[config.mk]
export PLATFORM = sky130hd
export DESIGN_NAME = console_uart_tx
export DESIGN_NICKNAME = d
export VERILOG_FILES = /design/src/rtl/console_uart_tx.sv
export SDC_FILE = /design/constraint.sdc
export NUM_CORES = 1
export LEC_CHECK = 0
export BUFFER_PORTS_ARGS = -buffer_cell sky130_fd_sc_hd__clkbuf_2
export CORE_MARGIN = 1
export CORE_UTILIZATION = 50
export CTS_CLUSTER_SIZE = 25
export DETAILED_ROUTE_END_ITERATION = 16
export MAX_ROUTING_LAYER = met4
export PLACE_DENSITY_LB_ADDON = 0.2
export SLEW_MARGIN = 25
export SYNTH_ARGS = -nofsm -noshare
export SYNTH_HDL_FRONTEND = slang
export SYNTH_SLANG_ARGS = --single-unit
[constraint.sdc]
create_clock -name CLK -period 8.1 [get_ports CLK]
set_input_delay 0.81 -clock CLK [delete_from_list [all_inputs] [get_ports CLK]]
set_output_delay 0.81 -clock CLK [all_outputs]
set_load 0.02 [all_outputs]
[src/rtl/console_uart_tx.sv]
// Console UART transmitter: processor stores are queued in a FIFO and sent as 8N1 frames.
// Frames leave back to back while the queue is non-empty; writes into a full queue set OVERRUN.
module console_uart_tx #(
  parameter int CLOCK_FREQUENCY = 50000000,
  parameter int BAUD_RATE       = 115200,
  parameter int FIFO_DEPTH      = 16
) (
  input  logic                          CLK,
  input  logic                          RESET,
  input  logic                          CONSOLE_WE,
  input  logic [7:0]                    CONSOLE_WDATA,
  input  logic                          OVR_CLR,
  output logic                          TX,
  output logic                          TX_BUSY,
  output logic                          TX_FULL,
  output logic                          TX_EMPTY,
  output logic [$clog2(FIFO_DEPTH):0]   TX_COUNT,
  output logic                          OVERRUN
);

  localparam int DIV = CLOCK_FREQUENCY / BAUD_RATE;
  localparam int CW  = (DIV < 2) ? 1 : $clog2(DIV);
  localparam int AW  = $clog2(FIFO_DEPTH);

  generate
    if (DIV < 2) begin : g_div_check
      $error("console_uart_tx: CLOCK_FREQUENCY/BAUD_RATE must be at least 2");
    end
    if (FIFO_DEPTH < 2 || (FIFO_DEPTH & (FIFO_DEPTH - 1)) != 0) begin : g_depth_check
      $error("console_uart_tx: FIFO_DEPTH must be a power of 2 and at least 2");
    end
  endgenerate

  typedef enum logic [1:0] {IDLE, START, DATA, STOP} state_t;

  state_t          state, state_nxt;
  logic [CW-1:0]   baud_cnt, baud_cnt_nxt;
  logic [2:0]      bit_idx, bit_idx_nxt;
  logic [7:0]      shreg, shreg_nxt;
  logic            tx_q, tx_nxt;
  logic            overrun_q;

  logic [7:0]      mem [FIFO_DEPTH];
  logic [AW-1:0]   wr_ptr, rd_ptr;
  logic [AW:0]     count;

  logic            fifo_empty, fifo_full, bit_done;
  logic            pop, push, drop;

  assign fifo_empty = (count == '0);
  assign fifo_full  = (count == (AW+1)'(FIFO_DEPTH));
  assign bit_done   = (baud_cnt == CW'(DIV - 1));

  // A pop on the same edge frees a slot, so a write into a full queue is still taken.
  assign push = CONSOLE_WE && (!fifo_full || pop);
  assign drop = CONSOLE_WE && fifo_full && !pop;

  always_ff @(posedge CLK) begin
    if (push) mem[wr_ptr] <= CONSOLE_WDATA;
  end

  always_ff @(posedge CLK or negedge RESET) begin
    if (!RESET) begin
      wr_ptr    <= '0;
      rd_ptr    <= '0;
      count     <= '0;
      overrun_q <= 1'b0;
    end else begin
      if (push) wr_ptr <= wr_ptr + 1'b1;
      if (pop)  rd_ptr <= rd_ptr + 1'b1;
      case ({push, pop})
        2'b10:   count <= count + 1'b1;
        2'b01:   count <= count - 1'b1;
        default: count <= count;
      endcase
      if (drop)         overrun_q <= 1'b1;
      else if (OVR_CLR) overrun_q <= 1'b0;
    end
  end

  always_ff @(posedge CLK or negedge RESET) begin
    if (!RESET) begin
      state    <= IDLE;
      baud_cnt <= '0;
      bit_idx  <= '0;
      shreg    <= '0;
      tx_q     <= 1'b1;
    end else begin
      state    <= state_nxt;
      baud_cnt <= baud_cnt_nxt;
      bit_idx  <= bit_idx_nxt;
      shreg    <= shreg_nxt;
      tx_q     <= tx_nxt;
    end
  end

  // shreg[0] always holds the data bit currently on the line (or the next one during START).
  always_comb begin
    state_nxt    = state;
    baud_cnt_nxt = baud_cnt + 1'b1;
    bit_idx_nxt  = bit_idx;
    shreg_nxt    = shreg;
    tx_nxt       = tx_q;
    pop          = 1'b0;
    case (state)
      IDLE: begin
        baud_cnt_nxt = '0;
        tx_nxt       = 1'b1;
        if (!fifo_empty) begin
          pop       = 1'b1;
          shreg_nxt = mem[rd_ptr];
          tx_nxt    = 1'b0;
          state_nxt = START;
        end
      end
      START: begin
        if (bit_done) begin
          baud_cnt_nxt = '0;
          bit_idx_nxt  = '0;
          tx_nxt       = shreg[0];
          state_nxt    = DATA;
        end
      end
      DATA: begin
        if (bit_done) begin
          baud_cnt_nxt = '0;
          if (bit_idx == 3'd7) begin
            tx_nxt    = 1'b1;
            state_nxt = STOP;
          end else begin
            tx_nxt      = shreg[1];
            shreg_nxt   = {1'b0, shreg[7:1]};
            bit_idx_nxt = bit_idx + 3'd1;
          end
        end
      end
      STOP: begin
        if (bit_done) begin
          baud_cnt_nxt = '0;
          if (!fifo_empty) begin
            pop       = 1'b1;
            shreg_nxt = mem[rd_ptr];
            tx_nxt    = 1'b0;
            state_nxt = START;
          end else begin
            tx_nxt    = 1'b1;
            state_nxt = IDLE;
          end
        end
      end
      default: begin
        baud_cnt_nxt = '0;
        tx_nxt       = 1'b1;
        state_nxt    = IDLE;
      end
    endcase
  end

  assign TX       = tx_q;
  assign TX_BUSY  = (state != IDLE);
  assign TX_FULL  = fifo_full;
  assign TX_EMPTY = fifo_empty;
  assign TX_COUNT = count;
  assign OVERRUN  = overrun_q;

endmodule

==> reports/metrics.yaml <==
status: "complete, no violations"
routabilityCongestion: 0.757
yosysWarnings: 0
cts_setup_buffers: 0
row_count: 42
ys_seq_area_share_pct: 69.0
nNetsFinal: 467
cpPeakStageDelay_ps: 870
synthXorXnorAreaFrac_pct: 2.28
crit_path_end_kind: "flip-flop"
synthCells: 416
first_iter_violations: 202
synthToLayoutAreaGrowth_pct: 12.2
synthMuxAreaShare_pct: 12.3
power_density_nw_per_um2: 359
finalHoldWorstSlack_ps: 481
hold_buffers: 0
skew_ps: 9.35
antenna_found_initial: 0
vias: 3589
yosysTopAreaCell: "edfxtp_1"
grt_pass1_vias: 3690
maxSlewHeadroom_pct: 28.4
core_sq_um: 13300
p_leak_uw: 0.00272
clkTransAtPathRegs_ps: 60
period_share_pct: 38.5
dpl_cell_area_sq_um: 7170
syn-num-nets: 443
dp_hpwl_mm: 8.46
dr.pass1.iters: 5
grt_max_degree: 38
die_x_um: 120
cp-start-kind: "flip-flop"
tns_ps: 0
num_antenna_cells: 0
grt_overflow_total: 0
stdcell_area_sq_um: 7760
routedWlPerCell_um: 20.4
synthArstFlopShare_pct: 22.4
die-area_sq_um: 14300
cts-root-buf: "clkbuf_16"
die_h_um: 120
synth.distinct_cells: 47
route.detailed.drc: 0
io_buffers: 21
tightest_slew_ps: 1070
cts.sinks: 165
synth-edff-count: 128
synth_compound_area_share_pct: 5.12
worst_slack_ps: 4980
yosysMostFrequentCell: "edfxtp_1"
netlist.area_leader.share_pct: 55.6
syn_area_per_cell_sq_um: 16.6
pre_cts_ws_ps: 4910
cts_buffer_depth: 2
netlist_area_sq_um: 6910
synth_commonest_cells: "edfxtp_1, dfrtp_1, nor2_1, mux4_2, a21oi_1"
worstPathMaxFanout: 9
hold_class: "input pin to async pin"
synthTopCellsByArea: "edfxtp_1, dfrtp_1, mux4_2"
h-tree-depth: 4
ys_ff_latch: 165
finalMaxSlewViolations: 0
ios: 22
finalSetupViolCount: 0
ctsResizeCount: 0
start_util_pct: 51.8
grt_pass1_wl_mm: 20.7
synth_ff_type: "edfxtp_1"
cpMaxStageDelayCell: "nor3_1"
synth-simple-area-share_pct: 6.61
drive_above_1_share_pct: 23.0
path_cells: "inv_1 -> ha_1 -> o41ai_4 -> nand3_1 -> nor3_1"
final_antenna_net_count: 0
viasPerCell: 5.71
maxCapViolations: 0
path_class: "flip-flop to flip-flop"
rsz0062_at_grt: "no"
peakVddDrop_mv: 0.156
ff2ff_path_depth: 5
fmax_ghz: 0.321
n_fill_cell: 1016
total_power_uw: 2790
cts-buffers-inserted: 17
synth_top_family_by_area: "multiplexers"
clkLatencyLatePin_ps: 420
wirelength_mm: 12.8
required_ps: 8140
synth_adder_area_share_pct: 2.72
cts_tree: "yes"
crit_arrival_ps: 3160
track_usage_pct: 20.8
finalWorstPathRequiredPeriod_ps: 3120
hold_viol: 0
## metrics by stage
stage,std cells,utilization (%)
6_report,629,58.1
5_1_grt,629,58.1
4_1_cts,629,58.0
3_5_place_dp,597,53.7
3_3_place_gp,597,53.7
2_1_floorplan,416,-
## flip-flops by register name, summed over array words and instances, names as in the netlist, 2 cells and up
| register | flops |
|---|---|
| TX_COUNT | 5 |
| baud_cnt | 9 |
| bit_idx | 3 |
| mem | 128 |
| rd_ptr | 4 |
| shreg | 8 |
| state | 2 |
| wr_ptr | 4 |
## report_power, final
group          total [uW]  switching, uW  internal (uW)  leakage [uW]
Combinational         859            485            374      0.000846
Sequential           1160            101           1060       0.00161
Clock                 768            315            453      0.000264
Total                2790            901           1880       0.00272
## cell type report
class                      instances  area [sq um]  share of cell area (%)
inverter                          13          48.8                   0.629
clock buffer                      20           437                    5.63
tap                              176           220                    2.84
sequential                       165          4770                    61.5
multi-input combinational        219          2020                    26.1
timing repair buffer              24           128                    1.65
clock inverter                    12           130                    1.68
## worst paths after layout
path	from	end	slack, ps
max	state[0]	mem[1][2]	4980
min	RESET	baud_cnt[7]	480
max reg2reg	state[0]	mem[1][2]	4980
min reg2reg	baud_cnt[0]	baud_cnt[0]	500
max in group asynchronous	RESET	rd_ptr[0]	7040
min in group CLK	baud_cnt[0]	baud_cnt[0]	500
## placed cells by master (no fill, tap or decap), types with 4 or more instances in the layout
cell type     n
edfxtp_1    128
nor2_1       36
dfrtp_1      35
mux4_2       32
a21oi_1      22
clkbuf_2     20
clkbuf_16    17
ha_1         15
nand2_1      14
inv_1        13
a22oi_1      12
xnor2_1      11
nand3_1       8
xor2_1        7
mux2i_1       7
o21ai_0       6
nand4_1       6
mux2_2        4
clkinvlp_4    4
## routing by layer
metal  GRT usage (%)  share of wire [%]  wire length [um]  vias to the layer above
li1                -                  -                 -                     1664
met1            28.3                 46              5870                     1832
met2            30.6                 49              6250                       74
met3            4.13                3.7               470                       19
met4            9.22                2.0               253                        0
met5               -                  0                 0                        -
## cell families after synthesis
logic type / count (synthesis)
flops: 165
simple gates: 89
compound gates: 53
mux: 44
buf+inv: 32
xor+xnor: 18
fa+ha+maj: 15
## worst max-delay path: cells and delay by family, from the launching register on
kind                       cells  cell delay (ps)
buffers and inverters          1              100
AOI/OAI and AO/OA              1              630
and+or+nand+nor                2             1140
adders and majority gates      1              450
DFF                            1              420
Power figures use the tool's default switching activity.
